===== src/rtl/adder_axis_pkg.sv =====
// Shared definitions for the add/subtract join unit: mode encoding and a
// width-generic reference of the arithmetic for reuse outside the datapath.
package adder_axis_pkg;

    typedef enum logic {
        MODE_ADD = 1'b0,
        MODE_SUB = 1'b1
    } mode_e;

    localparam int unsigned MAX_W = 64;

    // Returns {cb, res, ovf}: cb is carry (add) or borrow (sub), res is the
    // w-bit result zero-extended to MAX_W bits, ovf is signed overflow.
    function automatic logic [MAX_W+1:0] add_sub_ovf(
        input logic [MAX_W-1:0] a,
        input logic [MAX_W-1:0] b,
        input logic             mode,
        input int unsigned      w
    );
        logic [MAX_W:0]   mask;
        logic [MAX_W:0]   am;
        logic [MAX_W:0]   bm;
        logic [MAX_W:0]   full;
        logic [MAX_W-1:0] res;
        logic             cb;
        logic             ovf;
        mask = ({{MAX_W{1'b0}}, 1'b1} << w) - 1'b1;
        am   = {1'b0, a} & mask;
        bm   = {1'b0, b} & mask;
        full = (mode == MODE_SUB) ? (am - bm) : (am + bm);
        cb   = full[w];
        res  = full[MAX_W-1:0] & mask[MAX_W-1:0];
        if (mode == MODE_SUB) begin
            ovf = (am[w-1] != bm[w-1]) && (res[w-1] != am[w-1]);
        end else begin
            ovf = (am[w-1] == bm[w-1]) && (res[w-1] != am[w-1]);
        end
        return {cb, res, ovf};
    endfunction

endpackage


===== src/rtl/adder_axis_join_slot.sv =====
// Single-entry operand holding slot: accepts one word, holds it until the
// consumer fires, and can be refilled on the same edge it is consumed.
module operand_slot
    import adder_axis_pkg::*;
#(
    parameter int unsigned DW = 8
) (
    input  logic          clk,
    input  logic          rst,
    input  logic [DW-1:0] in_data,
    input  logic          in_valid,
    output logic          in_ready,
    input  logic          consume,
    output logic          full,
    output logic [DW-1:0] data
);

    logic          full_q;
    logic          full_d;
    logic [DW-1:0] data_q;
    logic [DW-1:0] data_d;
    logic          accept;

    assign in_ready = !rst && (!full_q || consume);
    assign accept   = in_valid && in_ready;
    assign full     = full_q;
    assign data     = data_q;

    // Next slot state: consume empties, a same-edge accept refills
    always_comb begin
        full_d = full_q;
        data_d = data_q;
        if (consume) begin
            full_d = 1'b0;
        end
        if (accept) begin
            full_d = 1'b1;
            data_d = in_data;
        end
    end

    // Slot registers with synchronous reset
    always_ff @(posedge clk) begin
        if (rst) begin
            full_q <= 1'b0;
            data_q <= '0;
        end else begin
            full_q <= full_d;
            data_q <= data_d;
        end
    end

endmodule


===== src/rtl/adder_axis_join.sv =====
// Joins operand A and operand B (+mode) streams and produces registered
// A+B / A-B with carry/borrow and signed overflow, one result per cycle.
module adder_axis_join
    import adder_axis_pkg::*;
#(
    parameter int unsigned W = 8
) (
    input  logic         clk,
    input  logic         rst,
    input  logic [W-1:0] s_a_tdata,
    input  logic         s_a_tvalid,
    output logic         s_a_tready,
    input  logic [W-1:0] s_b_tdata,
    input  logic         s_b_tuser,
    input  logic         s_b_tvalid,
    output logic         s_b_tready,
    output logic [W:0]   m_result_tdata,
    output logic         m_result_tuser,
    output logic         m_tvalid,
    input  logic         m_tready
);

    logic         a_full;
    logic         b_full;
    logic [W-1:0] a_data;
    logic [W:0]   b_slot;
    logic         fire;
    mode_e        mode;
    logic [W:0]   arith;
    logic         arith_ovf;

    logic [W:0]   m_data_q;
    logic [W:0]   m_data_d;
    logic         m_ovf_q;
    logic         m_ovf_d;
    logic         m_valid_q;
    logic         m_valid_d;

    assign fire = a_full && b_full && (!m_valid_q || m_tready);

    operand_slot #(.DW(W)) u_slot_a (
        .clk      (clk),
        .rst      (rst),
        .in_data  (s_a_tdata),
        .in_valid (s_a_tvalid),
        .in_ready (s_a_tready),
        .consume  (fire),
        .full     (a_full),
        .data     (a_data)
    );

    operand_slot #(.DW(W + 1)) u_slot_b (
        .clk      (clk),
        .rst      (rst),
        .in_data  ({s_b_tuser, s_b_tdata}),
        .in_valid (s_b_tvalid),
        .in_ready (s_b_tready),
        .consume  (fire),
        .full     (b_full),
        .data     (b_slot)
    );

    // Add or subtract the held operands, with signed-overflow detection
    always_comb begin
        mode = mode_e'(b_slot[W]);
        if (mode == MODE_SUB) begin
            arith     = {1'b0, a_data} - {1'b0, b_slot[W-1:0]};
            arith_ovf = (a_data[W-1] != b_slot[W-1]) && (arith[W-1] != a_data[W-1]);
        end else begin
            arith     = {1'b0, a_data} + {1'b0, b_slot[W-1:0]};
            arith_ovf = (a_data[W-1] == b_slot[W-1]) && (arith[W-1] != a_data[W-1]);
        end
    end

    // Output register: load on fire, drop valid on a bare handshake, else hold
    always_comb begin
        m_valid_d = m_valid_q;
        m_data_d  = m_data_q;
        m_ovf_d   = m_ovf_q;
        if (fire) begin
            m_valid_d = 1'b1;
            m_data_d  = arith;
            m_ovf_d   = arith_ovf;
        end else if (m_tready) begin
            m_valid_d = 1'b0;
        end
    end

    // Output registers with synchronous reset
    always_ff @(posedge clk) begin
        if (rst) begin
            m_valid_q <= 1'b0;
            m_data_q  <= '0;
            m_ovf_q   <= 1'b0;
        end else begin
            m_valid_q <= m_valid_d;
            m_data_q  <= m_data_d;
            m_ovf_q   <= m_ovf_d;
        end
    end

    assign m_tvalid       = m_valid_q;
    assign m_result_tdata = m_data_q;
    assign m_result_tuser = m_ovf_q;

endmodule


===== config.mk =====
export PLATFORM = sky130hd
export DESIGN_NAME = adder_axis_join
export DESIGN_NICKNAME = d
export VERILOG_FILES = /design/src/rtl/adder_axis_pkg.sv /design/src/rtl/adder_axis_join_slot.sv /design/src/rtl/adder_axis_join.sv
export SDC_FILE = /design/constraint.sdc
export NUM_CORES = 1
export LEC_CHECK = 0
export CORE_ASPECT_RATIO = 2
export CORE_UTILIZATION = 54
export CTS_BUF_LIST = sky130_fd_sc_hd__clkbuf_4 sky130_fd_sc_hd__clkbuf_8
export DETAILED_ROUTE_END_ITERATION = 10
export MAX_ROUTING_LAYER = met4
export PLACE_DENSITY_LB_ADDON = 0.05
export SLEW_MARGIN = 5
export SYNTH_ARGS = -nofsm -noshare
export SYNTH_HDL_FRONTEND = slang
export SYNTH_SLANG_ARGS = --single-unit

===== constraint.sdc =====
create_clock -name clk -period 2.7 [get_ports clk]
set_input_delay 0.675 -clock clk [delete_from_list [all_inputs] [get_ports clk]]
set_output_delay 0.675 -clock clk [all_outputs]
set_load 0.005 [all_outputs]

==> results of run 1 <==
## worst max-delay path by stage
| stage | endpoint | from | depth (start not counted) | slack [ns] |
|---|---|---|---|---|
| after floorplan | s_a_tready | m_tready | 3 | 0.82 |
| after global placement | s_b_tready | m_tready | 5 | -0.1 |
| after detailed placement | s_a_tready | m_tready | 5 | -0.15 |
| after CTS | s_a_tready | m_tready | 5 | 0.22 |
| after global routing | s_a_tready | m_tready | 5 | 0.14 |
| final | s_a_tready | m_tready | 5 | 0.22 |
## placed cells by master, fill, tap and decap left out, types with 7 or more instances in the layout
| master | Yosys | layout |
|---|---|---|
| sky130_fd_sc_hd__a21oi_1 | 13 | 11 |
| sky130_fd_sc_hd__buf_4 | 0 | 7 |
| sky130_fd_sc_hd__clkdlybuf4s50_1 | 0 | 32 |
| sky130_fd_sc_hd__dfxtp_1 | 30 | 30 |
| sky130_fd_sc_hd__ha_1 | 16 | 16 |
| sky130_fd_sc_hd__inv_1 | 17 | 17 |
| sky130_fd_sc_hd__mux2_2 | 16 | 16 |
| sky130_fd_sc_hd__nand2_1 | 10 | 10 |
| sky130_fd_sc_hd__nor2_1 | 25 | 25 |
| sky130_fd_sc_hd__nor2b_1 | 10 | 10 |
| sky130_fd_sc_hd__nor4_1 | 8 | 8 |
## power by group through the flow
stage	Clock [W]	Combinational, W	Sequential (W)
after floorplan	0	0.000212	0.000502
after global placement	0	0.000288	0.000509
after detailed placement	0	0.000298	0.000511
after CTS	0.000361	0.000302	0.000503
final	0.000351	0.000304	0.000502
after global routing	0.000381	0.000337	0.000507
## cell type report
type	instances	area [um2]
Sequential cell	30	600.6
Multi-Input combinational cell	161	1236
Inverter	17	63.81
Timing Repair Buffer	41	390.4
Fill cell	282	980.9
Tap cell	48	60.06
Clock buffer	7	83.83
## routing by layer
layer	share of wire (%)	vias up	track usage (%)
met1	39	781	25.78
met2	55	36	44.52
li1	-	847	-
met4	3.6	0	14.05
met5	0	-	-
met3	2.8	10	4.375
## stage by stage
step,setup slack (ns),utilization [%]
after floorplan,0.8239,-
after global placement,-0.09852,68.10
after detailed placement,-0.1538,68.10
after CTS,0.2161,71.28
after global routing,0.1378,71.28
final,0.2173,71.28
## cell families after synthesis
group,count (synthesis),synth area share (%)
XOR/XNOR,2,0.9016
flip-flops,30,30.91
adder cells (fa/ha/maj),18,12.36
multiplexers,21,11.85
buffers and inverters,29,6.117
AO/OA/AOI/OAI,49,19.38
AND/OR/NAND/NOR,71,18.48
## sequential cells by signal, summed over array words and instances, names as in the netlist
| signal | flops |
|---|---|
| u_slot_a.full | 1 |
| u_slot_b.full | 1 |
| m_result_tdata | 9 |
| m_tvalid | 1 |
| u_slot_b.data | 9 |
| m_result_tuser | 1 |
| u_slot_a.data | 8 |
## synthesized netlist by cell type, types with 3 or more instances
library cell	instances
sky130_fd_sc_hd__dfxtp_1	30
sky130_fd_sc_hd__nor2_1	25
sky130_fd_sc_hd__inv_1	17
sky130_fd_sc_hd__ha_1	16
sky130_fd_sc_hd__mux2_2	16
sky130_fd_sc_hd__a21oi_1	13
sky130_fd_sc_hd__nand2_1	10
sky130_fd_sc_hd__nor2b_1	10
sky130_fd_sc_hd__clkbuf_1	9
sky130_fd_sc_hd__nor4_1	8
sky130_fd_sc_hd__mux2i_1	5
sky130_fd_sc_hd__o21ai_0	5
sky130_fd_sc_hd__a211oi_1	4
sky130_fd_sc_hd__nand3_1	4
sky130_fd_sc_hd__nor3_1	4
sky130_fd_sc_hd__o211a_1	4
sky130_fd_sc_hd__o211ai_1	4
sky130_fd_sc_hd__nand2b_1	3
sky130_fd_sc_hd__nand3b_1	3
sky130_fd_sc_hd__o21a_1	3
## repair_timing
item	CTS	global route
setup buffers	2	0
gates resized for setup	5	0
endpoints found under the setup margin	2	0
hold endpoints to repair	0	0
## worst register-to-register path, delay by kind of cell, from the launching register on
kind            cells  cell delay (ns)
compound gates      3             0.77
xor+xnor            1             0.18
fa+ha+maj           2             0.64
flops               1             0.31
simple gates        1             0.18
==> metrics.log, run 1 <==
[metrics] die boundary height: 86.83 um
[metrics] via density per instance: 5.507
[metrics] number of max-cap violations: 0
[metrics] starting utilization of the core area: 56.89%
[metrics] highest attainable clock frequency: 0.4028 GHz
[metrics] root buf cell: sky130_fd_sc_hd__clkbuf_8
[metrics] pins over their slew limit: 0
[metrics] worst slack on hold paths: 0.4865 ns
[metrics] global-route wire length before repair: 7272 um
[metrics] hpwl dp: 3147 um
[metrics] Switch Pwr: 0.0003341 W
[metrics] area post-placement: 2326 um2
[metrics] data required time of the worst path: 2.03 ns
[metrics] power density normalized to cell area: 475.1 nW/um2
[metrics] syn_area_per_cell: 8.832 um2
[metrics] fraction of power spent switching nets: 28.88%
[metrics] sort of element at the start of the critical path: primary input
[metrics] mean routed wirelength per cell: 13.52 um
[metrics] Port Buffers: 34
[metrics] number of H-tree branching levels: 2
[metrics] final instance area: 2435 um2
[metrics] longest individual stage delay on the worst path: 0.45 ns
[metrics] CORE AREA: 3416 um2
[metrics] count of routing violations after the opening detailed-route iteration: 38
[metrics] CP endpoint kind: output pin
[metrics] Buffers & Inverters on Critical Path: 2
[metrics] cell taking the most area after synthesis: sky130_fd_sc_hd__dfxtp_1
[metrics] clock insertion delay at the later pin of the skew report: 0.28 ns
[metrics] Mapped Area: 1943 um2
[metrics] Placer Congestion: 0.9116
[metrics] unrepaired setup endpoints after global routing: false
[metrics] most instantiated flip-flop cell in the synthesis netlist: sky130_fd_sc_hd__dfxtp_1
[metrics] number of global-route vias before repair: 1720
[metrics] cell class contributing the biggest share of worst-path delay: buffers and inverters
[metrics] worst min-delay path category: flop to flop
[metrics] setup clock skew after layout: 0.002538 ns
[metrics] total power: 0.001157 W
[metrics] Yosys top cell area share: 30.91%
[metrics] IR Drop Worst-Case VDD: 422.6 uV
[metrics] signed area change from the synthesized netlist to the final layout: 25.31%
[metrics] async set-or-reset flop fraction in the synthesized netlist: 0%
[metrics] proportion of power drawn by flip-flops and latches: 43.4%
[metrics] hold-fix buffers at CTS: 0
[metrics] die width: 44.42 um
[metrics] total detailed-routing wirelength: 4111 um
[metrics] total internal power: 0.0008226 W
[metrics] pin count of the biggest net entering global routing: 32
[metrics] standard-cell rows: 30
[metrics] clock tree from TritonCTS: yes
[metrics] shortest period the worst path allows: 2.483 ns
[metrics] # DRC: 0
[metrics] sequential area share after synthesis: 30.91%
[metrics] remaining antenna violation count after routing: 0
[metrics] post-synthesis register bit count: 30
[metrics] TritonCTS Sinks: 30
[metrics] post-synthesis cell type count: 41
[metrics] biggest area contributors in the synthesized netlist: sky130_fd_sc_hd__dfxtp_1 (31%), sky130_fd_sc_hd__ha_1 (10%), sky130_fd_sc_hd__mux2_2 (9.3%), sky130_fd_sc_hd__nor2_1 (4.8%), sky130_fd_sc_hd__a21oi_1 (3.3%)
[metrics] non-filler instance count after layout: 304
[metrics] Setup TNS Final: 0 ns
[metrics] yosys warns: 0
[metrics] Syn Nets: 260
[metrics] instance count along the most critical hold path: 2
[metrics] final hold violations: 0
[metrics] count of flip-flops with a built-in enable after synthesis: 0
[metrics] top fanout value on the critical path: 4
[metrics] CP Class: primary input to output pin
[metrics] DR vias: 1674
[metrics] clock slew at the register clock pins of the worst setup and hold paths: 0.06 ns
[metrics] fraction of power consumed by the clock network: 30.3%
[metrics] Total GRT Usage: 25.56%
[metrics] number of placed instances with taps included: 295
[metrics] Max-slew headroom: 48.62%
[metrics] number of cells produced by synthesis: 220
[metrics] worst-margin pin slew: 0.7697 ns
[metrics] startpoint of the worst-slack reg-to-reg timing path: u_slot_a.data[0]$_SDFFE_PP0P_
[metrics] arrival time at the worst endpoint: 1.81 ns
[metrics] cells along the critical path: clkdlybuf4s50_1, nand2b_1, nand3_2, a21oi_2, dlygate4sd2_1
[metrics] top-level I/O count: 35
[metrics] total number of nets in the final design: 296
[metrics] reg2reg path depth: 7
[metrics] largest buffer count on any clock path: 2
[metrics] die outline area: 3857 um2
[metrics] Detailed Routing Iterations Pass 1: 4
[metrics] combinational cell fraction of total power: 26.3%
[metrics] number of antenna repair diodes: 0
[metrics] standard cell with the maximum stage delay on the critical path: sky130_fd_sc_hd__clkdlybuf4s50_1
[metrics] RR Endpoint: m_result_tdata[4]$_SDFFE_PP0P_
[metrics] gr ovfl total: 0
[metrics] TritonCTS buffer count: 5
[metrics] share of post-route cells with drive strength above 1: 14.84%
[metrics] hold-critical path endpoint: m_result_tdata[4]$_SDFFE_PP0P_
[metrics] Hold Crit Start: m_result_tdata[4]$_SDFFE_PP0P_
[metrics] antenna violations before repair: 0
[metrics] r2r setup slk: 0.55 ns
[metrics] Setup Viol. Count Final: 0
[metrics] leakage power: 1.046 nW
[metrics] Final period util: 91.95%
[metrics] status: finished clean
Power figures use the tool's default switching activity.
==> run 2, diff against run 1 <==
--- a/config.mk
+++ b/config.mk
@@ -6,12 +6,14 @@
 export NUM_CORES = 1
 export LEC_CHECK = 0
 export CORE_ASPECT_RATIO = 2
-export CORE_UTILIZATION = 54
+export CORE_UTILIZATION = 55
 export CTS_BUF_LIST = sky130_fd_sc_hd__clkbuf_4 sky130_fd_sc_hd__clkbuf_8
+export CTS_CLUSTER_DIAMETER = 80
 export DETAILED_ROUTE_END_ITERATION = 10
 export MAX_ROUTING_LAYER = met4
 export PLACE_DENSITY_LB_ADDON = 0.05
 export SLEW_MARGIN = 5
 export SYNTH_ARGS = -nofsm -noshare
 export SYNTH_HDL_FRONTEND = slang
+export SYNTH_HIERARCHICAL = 1
 export SYNTH_SLANG_ARGS = --single-unit
==> run 2 against run 1 <==
  * Clock skew grew 0.0019 ns
  * Clock power grew 8.3%
  * Sequential power shrank 1%
  * Synthesized area grew 6.5%
  * Synthesized cell count grew 9.1%
  * Worst hold slack gained 0.010 ns
  * Combinational power is essentially flat
  * Critical path depth grew 3
  * First-iteration DRC count grew 21%
  * Critical path type unchanged
  * Largest power group unchanged
  * Highest routed layer unchanged
==> metrics.log, run 2 <==
[metrics] shortest period the worst path allows: 2.628 ns (+0.1449 ns)
[metrics] sort of element at the start of the critical path: primary input
[metrics] share of post-route cells with drive strength above 1: 10.04% (-4.8 points)
[metrics] Buffers & Inverters on Critical Path: 4 (+2)
[metrics] most used routing layer: met2
[metrics] pin count of the biggest net entering global routing: 49 (+53%)
[metrics] hpwl dp: 3226 um (+2.5%)
[metrics] data required time of the worst path: 2.03 ns (about the same)
[metrics] non-filler instance count after layout: 328 (+7.9%)
[metrics] remaining antenna violation count after routing: 0 (unchanged)
[metrics] TritonCTS buffer count: 5 (unchanged)
[metrics] cells along the critical path: clkdlybuf4s50_1, nand2b_4, nand3_2, clkinv_2, buf_4, nor2b_4, nor2_1, dlygate4sd2_1
[metrics] top library cells by usage in the layout, fill and taps aside: sky130_fd_sc_hd__nand2b_1 (35), sky130_fd_sc_hd__clkdlybuf4s50_1 (32), sky130_fd_sc_hd__dfxtp_1 (30), sky130_fd_sc_hd__nor2_1 (25), sky130_fd_sc_hd__mux2i_1 (19)
[metrics] CORE AREA: 3607 um2 (+5.6%)
[metrics] Reg area: 600.6 um2 (unchanged)
[metrics] async set-or-reset flop fraction in the synthesized netlist: 0% (unchanged)
[metrics] Setup Viol. Count Final: 0 (unchanged)
[metrics] pins over their slew limit: 0 (unchanged)
[metrics] # DRC: 0 (unchanged)
[metrics] standard-cell rows: 31 (+3.3%)
[metrics] top-level I/O count: 35 (unchanged)
[metrics] Mapped Area: 2069 um2 (+6.5%)
[metrics] Total GRT Usage: 24.25% (-1.3 points)
[metrics] starting utilization of the core area: 57.37% (+0.48 points)
[metrics] die width: 45.38 um (+2.2%)
[metrics] hold-fix buffers at CTS: 0 (unchanged)
[metrics] Switch Pwr: 0.0003387 W (+1.4%)
[metrics] cell class contributing the biggest share of worst-path delay: buffers and inverters
[metrics] CP endpoint kind: output pin
[metrics] total number of nets in the final design: 318 (+7.4%)
[metrics] yosys warns: 6 (+6)
[metrics] worst-margin pin slew: 0.5578 ns (-0.2119 ns)
[metrics] met2 track demand over resource in global routing: 40.32% (-4.2 points)
[metrics] area of combinational cells with multiple inputs: 1354 um2 (+9.5%)
[metrics] post-synthesis register bit count: 30 (unchanged)
[metrics] number of placed instances with taps included: 319 (+8.1%)
[metrics] post-placement setup slack: -0.1393 ns (+0.01447 ns)
[metrics] global-route wire length before repair: 7017 um (-3.5%)
[metrics] clock slew at the register clock pins of the worst setup and hold paths: 0.06 ns (about the same)
[metrics] antenna violations before repair: 0 (unchanged)
[metrics] count of flip-flops with a built-in enable after synthesis: 0 (unchanged)
[metrics] proportion of power drawn by flip-flops and latches: 42.1% (-1.3 points)
[metrics] number of max-cap violations: 0 (unchanged)
[metrics] TritonCTS Sinks: 30 (unchanged)
[metrics] longest individual stage delay on the worst path: 0.40 ns (-0.05 ns)
[metrics] Max-slew headroom: 62.34% (+14 points)
[metrics] status: finished clean
[metrics] via density per instance: 5.463 (-0.78%)
[metrics] power density normalized to cell area: 455.6 nW/um2 (-4.1%)
[metrics] signed area change from the synthesized netlist to the final layout: 24.73%
[metrics] combinational cell fraction of total power: 25.6% (-0.7 points)
[metrics] die boundary height: 88.75 um (+2.2%)
[metrics] IR Drop Worst-Case VDD: 399.3 uV (-5.5%)
[metrics] final setup slack of the worst path: 0.07242 ns (-0.1449 ns)
[metrics] most instantiated flip-flop cell in the synthesis netlist: sky130_fd_sc_hd__dfxtp_1
[metrics] met3 capacity usage during global routing: 4.082% (-0.29 points)
[metrics] Final period util: 97.32% (+5.4 points)
[metrics] total detailed-routing wirelength: 4309 um (+4.8%)
[metrics] gr ovfl total: 0 (unchanged)
[metrics] standard cell with the maximum stage delay on the critical path: sky130_fd_sc_hd__clkdlybuf4s50_1
[metrics] number of global-route vias before repair: 1666 (-3.1%)
[metrics] total internal power: 0.0008373 W (+1.8%)
[metrics] largest buffer count on any clock path: 2 (unchanged)
[metrics] Setup TNS Final: 0 ns (unchanged)
[metrics] DR vias: 1792 (+7.0%)
[metrics] fraction of power spent switching nets: 28.80% (-0.084 points)
[metrics] count of routing violations after the opening detailed-route iteration: 46 (+21%)
[metrics] number of H-tree branching levels: 2 (unchanged)
[metrics] leading cell type by number of instances after synthesis: sky130_fd_sc_hd__nand2b_1
[metrics] arrival time at the worst endpoint: 1.95 ns (+0.14 ns)
[metrics] sequential area share after synthesis: 29.02% (-1.9 points)
[metrics] highest attainable clock frequency: 0.3806 GHz (-5.5%)
[metrics] Port Buffers: 34 (unchanged)
[metrics] leading cell type in the layout, fill and taps excluded: sky130_fd_sc_hd__nand2b_1
[metrics] Detailed Routing Iterations Pass 1: 4 (unchanged)
[metrics] final hold violations: 0 (unchanged)
[metrics] fraction of power consumed by the clock network: 32.3% (+2.0 points)
[metrics] met1 Track Usage GR: 25.12% (-0.66 points)
[metrics] root buf cell: sky130_fd_sc_hd__clkbuf_8
[metrics] unrepaired setup endpoints after global routing: false
[metrics] setup clock skew after layout: 0.004456 ns (+0.001919 ns)
[metrics] Yosys top cell area share: 29.02% (-1.9 points)
[metrics] post-synthesis cell type count: 48 (+17%)
[metrics] syn_area_per_cell: 8.623 um2 (-2.4%)
[metrics] count of fill cells added during filler insertion: 310 (+9.9%)
[metrics] number of antenna repair diodes: 0 (unchanged)
[metrics] mean routed wirelength per cell: 13.14 um (-2.9%)
[metrics] biggest area contributors in the synthesized netlist: sky130_fd_sc_hd__dfxtp_1 (29%), sky130_fd_sc_hd__nand2b_1 (11%), sky130_fd_sc_hd__ha_1 (9.7%), sky130_fd_sc_hd__mux2i_1 (9.2%), sky130_fd_sc_hd__nor2_1 (4.5%)
[metrics] leakage power: 1.027 nW (-1.9%)
[metrics] clock insertion delay at the later pin of the skew report: 0.28 ns (about the same)
[metrics] Placer Congestion: 0.9526 (+4.5%)
[metrics] clock tree from TritonCTS: yes
[metrics] Syn Nets: 280 (+7.7%)
[metrics] cell taking the most area after synthesis: sky130_fd_sc_hd__dfxtp_1
[metrics] top fanout value on the critical path: 2 (-2)
[metrics] most frequent cells after synthesis: sky130_fd_sc_hd__nand2b_1 (36), sky130_fd_sc_hd__dfxtp_1 (30), sky130_fd_sc_hd__nor2_1 (25), sky130_fd_sc_hd__mux2i_1 (19), sky130_fd_sc_hd__ha_1 (16)
[metrics] CP Class: primary input to output pin
[metrics] worst min-delay path category: flop to flop
[metrics] die outline area: 4027 um2 (+4.4%)
[metrics] number of cells produced by synthesis: 240 (+9.1%)
-- run 2: cell count changes after synthesis, sizes merged, moves of 4 or more --
cell / previous run / this run
nand2b: 3 / 36
mux2: 16 / 0
mux2i: 5 / 19
a21oi: 13 / 6
nor4: 8 / 2
o21ai: 5 / 9
-- run 2: worst paths after layout --
path | startpoint | endpoint | slack, ns | depth (start not counted)
worst max-delay path | m_tready | s_b_tready | 0.07 | 8
worst min-delay path | m_result_tdata[7]$_SDFFE_PP0P_ | m_result_tdata[7]$_SDFFE_PP0P_ | 0.50 | 2
worst max register to register | u_slot_a/data[0]$_SDFFE_PP0P_ | m_result_tdata[6]$_SDFFE_PP0P_ | 0.33 | 8
worst min register to register | m_result_tdata[7]$_SDFFE_PP0P_ | m_result_tdata[7]$_SDFFE_PP0P_ | 0.50 | 2
-- run 2: area by class of cell --
class	count	area share, %
sequential	30	23.27
tap	49	2.375
clock buffer	7	3.490
multi-input combinational	181	52.45
timing repair buffer	43	15.71
clock inverter	1	0.1939
inverter	17	2.521
-- run 2: timing repair --
item	4_1_cts	5_1_grt
setup buffers	1	0
gates resized for setup	3	2
endpoints found under the setup margin	2	1
-- run 2: worst reg2reg max path: stages (launching register included) --
cell	delay, ns
sky130_fd_sc_hd__dfxtp_1	0.37
sky130_fd_sc_hd__inv_1	0.06
sky130_fd_sc_hd__ha_1	0.23
sky130_fd_sc_hd__fa_1	0.39
sky130_fd_sc_hd__or2b_1	0.26
sky130_fd_sc_hd__a21oi_1	0.18
sky130_fd_sc_hd__o311ai_0	0.21
sky130_fd_sc_hd__a2111oi_0	0.46
sky130_fd_sc_hd__a311o_1	0.16
-- run 2: metal layers --
layer	wire length (um)	up-vias
li1	-	908
met1	1761	827
met2	2235	43
met3	120	14
met4	191	0
met5	0	-
-- run 2: cells by family after synthesis --
group	after synthesis	share of synthesized area [%]
flops	30	29.02
fa+ha+maj	18	11.61
buf+inv	29	6.166
mux	19	9.190
compound gates	46	16.81
simple gates	95	25.94
xor+xnor	3	1.270
-- run 2: stage by stage --
step | total power [W] | hold slack, ns | instance area [um2] | utilization (%)
5_1_grt | 0.001245 | 0.5139 | 2581 | 71.56
4_1_cts | 0.001188 | 0.4928 | 2569 | 71.21
6_report | 0.001176 | 0.4968 | 2581 | 71.56
3_5_place_dp | 0.0008007 | 0.4818 | 2467 | 68.40
2_1_floorplan | 0.0006974 | 0.4455 | 2069 | -
3_3_place_gp | 0.0007934 | 0.4734 | 2467 | 68.40
-- run 2: power groups by stage --
stage	sequential (W)	clock [W]	combinational, W
detailed placement	0.000504	0	0.000297
finish	0.000495	0.000380	0.000301
floorplan	0.000500	0	0.000197
CTS	0.000495	0.000394	0.000299
global placement	0.000502	0	0.000291
global route	0.000498	0.000413	0.000333
